`src/rtl/div_seq_ctrl.sv`:
```
// div_seq_ctrl
//   Sequencer between the EX stage and an iterative divider core. It latches
//   the DIV/DIVU operands, drives the core, stalls EX while a divide is in
//   flight, and holds the {hi,lo} result until the instruction leaves EX.
//   Divide-by-zero is resolved locally. A watchdog aborts a core that never
//   answers, so EX itself can stay purely combinational.
//
// Ports
//   clk, resetn            clock (rising edge), async active-low reset
//   flush                  pipeline flush, kills any in-flight divide
//   hold_i                 EX held by a later stage (instruction stays in EX)
//   div_req_i              EX holds a DIV/DIVU (level)
//   div_signed_i           1 = DIV, 0 = DIVU
//   div_op1_i, div_op2_i   dividend / divisor
//   stallreq_o             stall request to the pipeline stall controller
//   result_valid_o         result_o is final for the current instruction
//   result_o               {remainder, quotient}, registered
//   timeout_o              one-cycle pulse when the watchdog aborts
//   core_start_o           divider core run/keep-running
//   core_annul_o           divider core abort, one-cycle pulse
//   core_signed_o          latched signed flag
//   core_op1_o, core_op2_o latched operands
//   core_result_i          core result {hi,lo}
//   core_ready_i           core result valid, single-cycle pulse
module div_seq_ctrl #(
    parameter int DW      = 32,
    parameter int TIMEOUT = 40,
    parameter int CNT_W   = 6
) (
    input  logic            clk,
    input  logic            resetn,
    input  logic            flush,
    input  logic            hold_i,
    input  logic            div_req_i,
    input  logic            div_signed_i,
    input  logic [DW-1:0]   div_op1_i,
    input  logic [DW-1:0]   div_op2_i,
    output logic            stallreq_o,
    output logic            result_valid_o,
    output logic [2*DW-1:0] result_o,
    output logic            timeout_o,
    output logic            core_start_o,
    output logic            core_annul_o,
    output logic            core_signed_o,
    output logic [DW-1:0]   core_op1_o,
    output logic [DW-1:0]   core_op2_o,
    input  logic [2*DW-1:0] core_result_i,
    input  logic            core_ready_i
);

    typedef enum logic [1:0] {IDLE, BUSY, DZERO, DONE} state_t;

    state_t           state;
    logic [CNT_W-1:0] cnt;
    logic             valid_q;
    logic             is_busy;
    logic             wd_hit;

    assign is_busy = (state == BUSY);
    // Last BUSY cycle the watchdog allows before aborting.
    assign wd_hit  = (cnt == CNT_W'(TIMEOUT - 1));

    // Start, annul and timeout must act in the same cycle as the condition
    // (flush or watchdog expiry), so they are decoded from the registered
    // state rather than registered themselves.
    assign core_start_o = is_busy;
    assign core_annul_o = is_busy & (flush | (wd_hit & ~core_ready_i));
    assign timeout_o    = is_busy & ~flush & wd_hit & ~core_ready_i;

    // A flush kills the instruction, so its result is no longer valid even
    // in the flush cycle itself.
    assign result_valid_o = valid_q & ~flush;

    always_comb begin
        stallreq_o = 1'b0;
        case (state)
            IDLE:    stallreq_o = div_req_i;
            BUSY:    stallreq_o = 1'b1;
            DZERO:   stallreq_o = 1'b1;
            default: stallreq_o = 1'b0;
        endcase
        if (flush) stallreq_o = 1'b0;
    end

    always_ff @(posedge clk or negedge resetn) begin
        if (!resetn) begin
            state         <= IDLE;
            cnt           <= '0;
            valid_q       <= 1'b0;
            result_o      <= '0;
            core_signed_o <= 1'b0;
            core_op1_o    <= '0;
            core_op2_o    <= '0;
        end else if (flush) begin
            state   <= IDLE;
            cnt     <= '0;
            valid_q <= 1'b0;
        end else begin
            case (state)
                IDLE: begin
                    if (div_req_i) begin
                        core_signed_o <= div_signed_i;
                        core_op1_o    <= div_op1_i;
                        core_op2_o    <= div_op2_i;
                        cnt           <= '0;
                        state         <= (div_op2_i == '0) ? DZERO : BUSY;
                    end
                end
                BUSY: begin
                    cnt <= cnt + 1'b1;
                    if (core_ready_i) begin
                        result_o <= core_result_i;
                        valid_q  <= 1'b1;
                        state    <= DONE;
                    end else if (wd_hit) begin
                        // Abort with a zero result so the pipeline never deadlocks.
                        result_o <= '0;
                        valid_q  <= 1'b1;
                        state    <= DONE;
                    end
                end
                DZERO: begin
                    // Divide-by-zero: remainder = dividend, quotient = all ones.
                    result_o <= {core_op1_o, {DW{1'b1}}};
                    valid_q  <= 1'b1;
                    state    <= DONE;
                end
                DONE: begin
                    // Leave only when the instruction advances; a div_req_i
                    // still high here belongs to the same instruction.
                    if (!hold_i) begin
                        valid_q <= 1'b0;
                        state   <= IDLE;
                    end
                end
                default: state <= IDLE;
            endcase
        end
    end

endmodule

```
`config.mk`:
```
export PLATFORM = sky130hd
export DESIGN_NAME = div_seq_ctrl
export DESIGN_NICKNAME = d
export VERILOG_FILES = /design/src/rtl/div_seq_ctrl.sv
export SDC_FILE = /design/constraint.sdc
export NUM_CORES = 1
export LEC_CHECK = 0
export ABC_AREA = 1
export BUFFER_PORTS_ARGS = -buffer_cell sky130_fd_sc_hd__clkbuf_2
export CAP_MARGIN = 20
export CELL_PAD_IN_SITES_DETAIL_PLACEMENT = 0
export CELL_PAD_IN_SITES_GLOBAL_PLACEMENT = 1
export CORE_MARGIN = 2
export CORE_UTILIZATION = 36
export CTS_CLUSTER_DIAMETER = 50
export DETAILED_ROUTE_END_ITERATION = 8
export GPL_TIMING_DRIVEN = 0
export PLACE_DENSITY_LB_ADDON = 0.1
export RECOVER_POWER = 25
export SLEW_MARGIN = 25
export SYNTH_ARGS = -nofsm -noshare
export SYNTH_HDL_FRONTEND = slang
export SYNTH_SLANG_ARGS = --single-unit
```
`constraint.sdc`:
```
create_clock -name clk -period 1.8 [get_ports clk]
set_clock_uncertainty 0.1 [all_clocks]
set_input_delay 0.18 -clock clk [delete_from_list [all_inputs] [get_ports clk]]
set_output_delay 0.18 -clock clk [all_outputs]
set_load 0.005 [all_outputs]
```
### After elaboration in Yosys (flattened, before gate mapping)

Index checks and enable logic that the tools add are counted.

* output and inout bits: 134
* bits in registers: 138
* logic and storage cells: 56

* equality and inequality tests: 8
* $add $sub $neg: 1
* muxes and demuxes: 20
* bitwise logic cells: 9
* reductions and logical operators: 11

Operators by type and width (number)
* $mux 64: 2
* $pmux 64 s2: 1
* $logic_not 32->1: 1
* $mux 2: 6
* $mux 6: 2
* $pmux 6 s2: 1
* $reduce_and 3->1: 4
* $pmux 2 s4: 1
* $add 6x1->6 const B: 1
* $and 1x1->1: 6
* $eq 6x6->1 const B: 1
* $ne 3x3->1 const B: 2
* $mux 1: 5
* $eq 2x2->1 const B: 2
* $ne 4x3->1 const B: 1
* $reduce_bool 4->1: 1
* $ne 3x2->1 const B: 1
* $pmux 1 s3: 1
* $reduce_bool 3->1: 1
* $eq 2x1->1 const B: 1
* $logic_not 2->1: 1
* $not 1->1: 2
* $pmux 1 s2: 1
* $reduce_and 2->1: 1
* 3 further kinds: 3

### Longest topological paths before layout

Gate-level depths: netlist (run 1).

* word-level depth: 5
* mapped depth: 10

### Worst setup path after synthesis (run 1)

OpenSTA, ideal clock, no wires.

* kind: register to register
* start point: register state[0]
* end point: register core_op1_o[13]
* path slack: 177 ps
* arrival: 1398 ps
* library setup time: 125 ps
* path buffers: 2
* cell stages (with the launch flop): 7
* path through: dfrtp_1 -> inv_1 -> ha_1 -> nand3_4 -> buf_6 -> buf_6 -> mux2_4

* longest elaborated chain between the ends: 2

RTL lines
* start: declaration: RTL line 53 `state_t state;`
* start signal: assignment: RTL line 106 `state <= (div_op2_i == '0) ? DZERO : BUSY;`
* $logic_not 2->1: RTL line 99 `case (state)`
* $reduce_and 3->1 (no line)
* end signal: assignment: RTL line 103 `core_op1_o <= div_op1_i;`
* end: declaration: RTL line 45 `output logic [DW-1:0] core_op1_o,`

No other way between the ends.
A chain may end at the register's enable or synchronous reset.

### Worst setup path in the final report (run 1)

* start point: register state[1]
* end point: output stallreq_o

* longest elaborated chain between the ends: 4
* elaborated cells on any way between the ends: 6

RTL lines
* $eq 2x1->1 / $eq 2x2->1 (equally long branches): RTL line 76 `case (state)`
* $reduce_or 2->1 (no line)
* $pmux 1 s2 (*): RTL line 76
* $mux 1 (*): RTL line 82 `if (flush) stallreq_o = 1'b0;`
* end: declaration: RTL line 38 `output logic stallreq_o,`

Every way passes the cells marked *; elsewhere a longest branch is shown, timed or not.

==> results of run 1 <==
==> per-stage QoR <==
step	setup slack (ns)	hold WS (ns)	instances	power (W)	area, µm²
3_5_place_dp	-0.256	0.133	1045	0.0115	7910
6_report	-0.122	0.0195	1213	0.0153	9960
4_1_cts	-0.183	0.000849	1211	0.0153	9860
3_3_place_gp	-1.91	0.314	1044	0.0113	7870
2_1_floorplan	0.177	-0.216	552	0.00882	6250
5_1_grt	-0.203	0.0302	1213	0.0163	9960
==> report_power, final <==
part           total, W  switching [W]  internal [W]
clock network   0.00333        0.00131       0.00202
registers       0.00547       0.000927       0.00454
logic           0.00647        0.00320       0.00327
==> metal layers <==
layer  up-vias  global-route usage, %  routed length [µm]
li1       2749                      -                   -
met1      2701                   24.1                7860
met2       194                   37.3                9940
met3        28                   5.22                1120
met4         0                   8.16                 456
met5         -                      0                   0
==> final timing paths <==
check	from	end	depth (start not counted)
setup / recovery	state[1]$_DFFE_PN0P_	stallreq_o	7
hold / removal	core_result_i[33]	result_o[33]$_DFFE_PN0P_	3
setup reg to reg	state[1]$_DFFE_PN0P_	state[1]$_DFFE_PN0P_	9
hold reg to reg	result_o[30]$_DFFE_PN0P_	result_o[30]$_DFFE_PN0P_	2
max in group asynchronous	resetn	core_op1_o[29]$_DFFE_PN0P_	3
min in group asynchronous	resetn	result_o[18]$_DFFE_PN0P_	2
==> critical path: cells and delay by family, from the launching register on <==
kind,cells,cell delay [ns]
buffers and inverters,4,0.48
DFF,1,0.40
and+or+nand+nor,1,0.09
AOI/OAI and AO/OA,1,0.11
adders and majority gates,1,0.15
==> logic make-up (layout without fill, tap and decap cells) <==
kind of cell / count (synthesis) / after routing / synth area share [%]
buf+inv: 51 / 487 / 5.22
compound gates: 141 / 141 / 16.1
mux: 63 / 63 / 12.2
fa+ha+maj: 5 / 5 / 1.00
simple gates: 153 / 153 / 10.1
xor+xnor: 1 / 1 / 0.140
flops: 138 / 138 / 55.2
==> cells in the mapped netlist (2+ instances only) <==
library cell / count / area share, %
sky130_fd_sc_hd__buf_2: 10 / 0.80
sky130_fd_sc_hd__a21oi_1: 39 / 3.1
sky130_fd_sc_hd__nand3b_1: 2 / 0.24
sky130_fd_sc_hd__ha_1: 5 / 1.0
sky130_fd_sc_hd__mux2_4: 15 / 3.6
sky130_fd_sc_hd__nor2_2: 2 / 0.20
sky130_fd_sc_hd__nor3_1: 2 / 0.16
sky130_fd_sc_hd__nand3_1: 10 / 0.80
sky130_fd_sc_hd__o21ai_1: 5 / 0.40
sky130_fd_sc_hd__a22oi_1: 32 / 3.8
sky130_fd_sc_hd__mux2_2: 48 / 8.6
sky130_fd_sc_hd__nand2_1: 104 / 6.2
sky130_fd_sc_hd__o21ai_0: 6 / 0.48
sky130_fd_sc_hd__inv_1: 15 / 0.90
sky130_fd_sc_hd__buf_6: 16 / 2.9
sky130_fd_sc_hd__nor2_1: 29 / 1.7
sky130_fd_sc_hd__dfrtp_1: 138 / 55
sky130_fd_sc_hd__clkbuf_1: 9 / 0.54
sky130_fd_sc_hd__nand3_2: 2 / 0.32
sky130_fd_sc_hd__o21ai_2: 59 / 8.3
==> layout make-up <==
type / instances / area (µm²)
Fill cell: 1504 / 7160
Sequential cell: 138 / 3450
Timing Repair Buffer: 405 / 2700
Multi-Input combinational cell: 363 / 2580
Clock buffer: 18 / 429
Buffer: 35 / 324
Tap cell: 225 / 282
Clock inverter: 13 / 130
Inverter: 16 / 62.6
==> registers in the layout, summed over array words and instances, names as in the netlist <==
signal and cells:
core_op1_o 32, result_o 64, core_op2_o 32, state 2, valid_q 1, core_signed_o 1
cnt 6
==> repair_timing <==
item,CTS,global route
pin swaps,3,3
endpoints found under the hold margin,195,0
resized for setup,21,36
buffers inserted,8,2
endpoints found under the setup margin,86,61
cloned,0,0
hold buffers,127,0
==> results.txt, run 1 <==
The run finished, with violations left. The checks that failed: setup timing. Traced cell by cell, the critical path runs through inv_2, ha_4, nand3_4, buf_12, buf_12, a21oi_2, buf_2. The horizontal extent of the die came out at 136 µm.

Dividing total power by cell area gives a power density of roughly 1500 nW/µm². The pin count of the biggest net entering global routing is just over 70. Among all stages on the critical path, the largest delay is contributed by sky130_fd_sc_hd__dfrtp_1. Counting stages on the worst path, the most repeated cell is sky130_fd_sc_hd__buf_12. The fmax is ~520 MHz. In this run the number of H-tree levels came out at 4. The worst hold-check path type is primary input to flop. The net count after synthesis is about 700. The Yosys warning count is 0. The number of routed nets with antenna violations came out at 0. The critical path in this run is classified as flop to primary output. The area of the placeable core came out at approximately 17000 µm². The routed layout has 5672 vias. Setup slack on the worst reg-to-reg path comes out at 0.04 ns. The via-per-instance ratio came out at approximately 4.7. The count of port buffers added during placement came out at between 200 and 300. The total wire length came out at 19400 µm. The number of enable-type register cells in the synthesized netlist is 0.

The top cell types in the final layout, fill and taps aside, are sky130_fd_sc_hd__clkbuf_2 (256), sky130_fd_sc_hd__dfrtp_1 (138), sky130_fd_sc_hd__dlygate4sd3_1 (127), sky130_fd_sc_hd__nand2_1 (103), sky130_fd_sc_hd__o21ai_2 (59). The die height came out at ~140 µm. The count of final hold-check violations came out at 0. The number of iterations in the first detailed-routing pass is 4. The TritonCTS clock tree is done. The number of pins with negative max-slew slack in the final report was 0. The number of antenna violations at the first check in global routing came out at 0. The max-cap violation count is 0. Summing every instance area after synthesis gives ~6300 µm².

The worst setup path is launched from a flop. The proportion of synthesized flip-flops having asynchronous set or reset came out at 100%. The total number of clock tree sinks is approximately 140.

The cell count after synthesis is 552. The mean routed wirelength per cell came out at about 16 µm. The leakage power total is ~4.9 nW. The total half-perimeter wirelength after legalization and detailed placement is around 14000 µm. Each instance of the synthesized netlist takes up on average 11.3 µm².

The utilization of the core after routing came out at between 50% and 60%. In the routed design, unresolved DRC markers number 0. The share of synthesized area occupied by flip-flops and latches came out at 55.2%. The synthesized flop and latch total is ~140. The peak supply drop is roughly 0.74 mV. Cells with a size suffix above 1 make up 48.5% of the layout. In this run the deepest clock path goes through 2 buffers.

In this run, distinct cell masters in the synthesized netlist total 24. The first-pass GRT wire length came out at 29900 µm. Data on the critical path arrives at its endpoint at between 1.5 and 2 ns. The maximum fanout along the worst path came out at 2.

Setup total negative slack on the finished layout was measured at -0.168 ns. The insertion delay to the later sink of the worst-skew pair is between 0.4 and 0.5 ns. The number of clock buffers inserted by TritonCTS came out at 17. Among all flip-flop cells after synthesis, the most frequent one is sky130_fd_sc_hd__dfrtp_1.

Setup violations remaining at the end of the flow were counted as 2. The floorplan step defined a die boundary enclosing around 18000 µm². The delay of the slowest critical-path stage is roughly 0.4 ns. The initial core utilization came out at between 30% and 40%.

The number of global-route vias before repair is 6010. The minimum clock period after layout came out at between 1.5 and 2 ns. Clock-pin slew was measured on the worst setup and hold paths at ~0.06 ns. The transition time of the tightest slew-check pin came out at roughly 1 ns.

For this block, the initial DRC count from the detailed router was between 200 and 250. The required time at the endpoint of the critical path is between 1.5 and 2 ns. The worst slew margin relative to its limit is between 30% and 40%.

The count of boundary I/O pins is ~270. The area growth from synthesis to layout is 59.2%. In this run the clock root is driven by a sky130_fd_sc_hd__clkbuf_16. The commonest non-fill, non-tap cell in the layout is sky130_fd_sc_hd__clkbuf_2. The remaining global-route overflow came out at 0. The total number of nets in the final design came out at about 1100. The final worst slack came out at -0.122 ns. The antenna diode count came out at 0. The post-route clock period utilization is 107%. In this run the core area contains 48 standard-cell rows. Setup repair after global routing could not meet its margin everywhere. At the end of routability-driven placement, the weighted congestion stood at ~0.80. The worst setup path is captured at a primary output.

The overall global routing resource usage is 20.9%.
(Power assumes the default switching activity.)
==> inputs of run 2 (changes only) <==
--- a/config.mk
+++ b/config.mk
@@ -10,6 +10,7 @@
 export CAP_MARGIN = 20
 export CELL_PAD_IN_SITES_DETAIL_PLACEMENT = 0
 export CELL_PAD_IN_SITES_GLOBAL_PLACEMENT = 1
+export CORE_ASPECT_RATIO = 0.6
 export CORE_MARGIN = 2
 export CORE_UTILIZATION = 36
 export CTS_CLUSTER_DIAMETER = 50
==> run 2 against run 1 <==
  * The run still ends with setup timing left
  * Setup slack worse by 0.011 ns
  * Final area rose by 1.1%
  * Via count increased by 0.83%
  * Register-to-register slack about the same
  * Clock-buffer cell count did not move
  * Non-clock buffer count grew 6
  * Clock power increased by 7.5%
  * Total power increased by 2.7%
  * First-iteration DRC count increased by 29%
  * Hold slack worse by 0.0060 ns
  * Cell count is 1.2% higher
  * Critical path type unchanged
  * Critical endpoint unchanged
==> results.txt, run 2 (synthesized netlist as in run 1, its figures left out) <==
The overall global routing resource usage is 21.5% (+0.54 points). The post-route clock period utilization is 107% (+0.62 points). The number of iterations in the first detailed-routing pass came out at 4 (unchanged). The mean routed wirelength per cell is 16.1 µm (+0.90%). The post-route cell area came out at 10100 µm² (+1.1%). The min-delay analysis places its worst path in the category primary input to flop. The total via count in the routed design is 5719 (+0.83%). The startpoint identified for the worst register-to-register timing path is state[1]$_DFFE_PN0P_. The number of routed nets with antenna violations is 0 (unchanged). The minimum clock period after layout came out at 1.93 ns (+0.0111 ns). The max-cap violation count came out at 0 (unchanged). The number of cells on the critical path came to 7 (unchanged). The die footprint is 18500 µm² (+0.19%). The slowest cell on the critical path is sky130_fd_sc_hd__dfrtp_1. Setup repair after global routing could not meet its margin everywhere. The worst slew margin relative to its limit came to 36.4% (+4.0 points). The maximum fanout along the worst path is 3 (+1). The via-per-instance ratio is 4.66 (-0.40%). The peak supply drop is 0.684 mV (-7.9%).

The post-detailed-placement cell area came out at 7920 µm² (+0.14%). The checks that failed: setup timing. The count of port buffers added during placement came out at 267 (unchanged).

The met3 demand-to-capacity share in global routing came out at 5.97% (+0.75 points). The total number of nets in the final design is 1122 (+0.54%). The final setup TNS came out at -0.236 ns (-0.0683 ns).

The largest buffer count on any clock path is 2 (unchanged). The arrival time at the worst endpoint is 1.65 ns (about the same). The endpoint identified for the worst register-to-register timing path is result_o[42]$_DFFE_PN0P_. The signal on the critical path passes through inv_2, ha_4, nand3_4, buf_12, buf_12, a21oi_2, buf_2. The critical path starts at state[1]$_DFFE_PN0P_. CTS placed an instance of sky130_fd_sc_hd__clkbuf_16 at the clock tree root. The critical path's most frequent cell is sky130_fd_sc_hd__buf_12.

The met2 layer usage reported by global route came to 34.4% (-2.9 points). The number of cells traversed by the worst register-to-register path is 6 (-3). In the layout the commonest cells are sky130_fd_sc_hd__clkbuf_2 (255), sky130_fd_sc_hd__dfrtp_1 (138), sky130_fd_sc_hd__dlygate4sd3_1 (127), sky130_fd_sc_hd__nand2_1 (102), sky130_fd_sc_hd__o21ai_2 (59). The filler cell count in the final layout was 1478 (-1.7%).

The count of final hold-check violations came out at 0 (unchanged). Relative to the synthesized area, the layout overhead comes to 61.0%. The initial core utilization came out at 36.6% (+0.072 points).

The transition time of the tightest slew-check pin is 0.954 ns (-0.0594 ns). The die height came out at 106 µm (-22%). The final setup violation count is 3 (+1).

The delay of the slowest critical-path stage is 0.41 ns (about the same). The horizontal extent of the die is 174 µm (+28%). The flow ran to the end, but the final reports show violations.

The post-place setup slack came out at -0.241 ns (+0.0146 ns). The final worst slack was -0.133 ns (-0.0111 ns). The peak-usage layer in the global routing report is met2. The critical path ends at stallreq_o.

The number of clock buffers inserted by TritonCTS is 17 (unchanged). The pin count of the biggest net entering global routing is 73 (+2.8%). The flip-flop count of the largest register, all copies and words added is 64 (unchanged).

The leakage power total came to 4.95 nW (+0.94%). In the final layout, the registers with the most flip-flops are result_o (64), core_op1_o (32), core_op2_o (32). The register with the most flip-flops in the final layout is result_o.

The first-pass GRT wire length was 31000 µm (+3.8%). The reg2reg setup slack came to 0.04 ns (about the same). The number of remaining DRC errors was 0 (unchanged). The number of antenna violations at the first check in global routing is 0 (unchanged). The total wire length came out at 19800 µm (+2.1%). Leaving out fill and tap cells, the most frequent cell in the layout is sky130_fd_sc_hd__clkbuf_2. The area of the placeable core is 17100 µm² (-0.20%).

The fmax came out at 517 MHz (-0.57%). The number of pins with negative max-slew slack in the final report is 0 (unchanged). The deepest level of the CTS H-tree came out at 4 (unchanged). The worst setup path is launched from a flop. Grouping stages by cell kind, the critical path spends the most delay in buffers and inverters. The count of boundary I/O pins is 269 (unchanged).

The total number of clock tree sinks is 138 (unchanged). The insertion delay to the later sink of the worst-skew pair came out at 0.41 ns (about the same). The number of placement rows is 37 (-23%). The required time at the endpoint of the critical path is 1.52 ns (about the same). The critical path in this run is classified as flop to primary output.

The clock-pin transition on the worst setup and hold timing paths is 0.06 ns (about the same). The total half-perimeter wirelength after legalization and detailed placement is 13900 µm (+1.5%). The count of routing violations after the opening detailed-route iteration is 274 (+29%). The antenna diode count came out at 0 (unchanged). The kind of end point of the critical path is a primary output. The combined buffer and inverter count along the critical path came out at 4 (unchanged).

The power per unit of standard cell area is 1560 nW/µm² (+1.6%). The proportion of layout cells with a drive suffix above 1 came out at 48.6% (+0.11 points). The number of global-route vias before repair came to 5879 (-2.2%). The global routing usage on met1 is 28.7% (+4.7 points).

TritonCTS built the clock tree. The global placer's final weighted congestion came out at 0.790 (-1.2%). The remaining global-route overflow came to 0 (unchanged).
-- run 2: changes by cell type in the layout (fill, tap and decap cells not counted), sizes merged --
cell      previous run  this run
inv                 16        20
clkinvlp             3         4
clkinv               8         2
bufinv               2         3
buf                 35        45
clkbuf             296       292
-- run 2: per-layer routing --
metal  wire length [µm]  up-vias  share of wire [%]
met5                  0        -                  0
met4                281        0                1.4
met1               9040     2767                 46
met3               1280       21                6.4
met2               9200      178                 46
li1                   -     2753                  -
-- run 2: per-stage QoR --
step	total power, W	utilization (%)	hold slack, ns	instances
after floorplan	0.00882	-	-0.216	552
after global placement	0.0113	46.2	0.312	1053
after detailed placement	0.0115	46.4	0.121	1054
after CTS	0.0156	58.3	0.00270	1222
after global routing	0.0167	59.0	0.0193	1228
final	0.0157	59.0	0.0134	1228
-- run 2: worst min path at each step --
stage                            from                          to  slack, ns  cells after the start
floorplan                      resetn          cnt[0]$_DFFE_PN0P_      -0.22                      0
global placement         div_op1_i[6]   core_op1_o[6]$_DFFE_PN0P_       0.31                      2
detailed placement             resetn  core_op2_o[11]$_DFFE_PN0P_       0.12                      1
CTS                            hold_i         valid_q$_DFFE_PN0P_      0.003                      5
global route        core_result_i[63]    result_o[63]$_DFFE_PN0P_       0.02                      3
finish              core_result_i[62]    result_o[62]$_DFFE_PN0P_       0.01                      3
-- run 2: area by class of cell --
class                      count  area [µm²]  area share (%)
inverter                      16        62.6           0.621
tap                          234         293            2.91
clock inverter                13         169            1.68
buffer                        35         348            3.45
clock buffer                  18         429            4.26
multi-input combinational    363        2580            25.6
timing repair buffer         411        2740            27.2
sequential                   138        3450            34.3
-- run 2: what timing repair did --
item | 4_1_cts | 5_1_grt
hold endpoints to repair | 192 | 0
pin swaps | 3 | 2
setup endpoints to repair | 87 | 109
setup buffers | 11 | 6
hold buffers | 127 | 0
resized for setup | 27 | 36
-- run 2: worst register-to-register path, delay by kind of cell (launching register included) --
kind                       cells  cell delay [ns]
buffers and inverters          3             0.60
DFF                            1             0.41
AOI/OAI and AO/OA              2             0.33
adders and majority gates      1             0.23
-- run 2: where the power goes --
part	switching, W	total (W)	internal [W]
logic	0.00328	0.00663	0.00334
registers	0.000934	0.00547	0.00454
clock network	0.00139	0.00358	0.00219
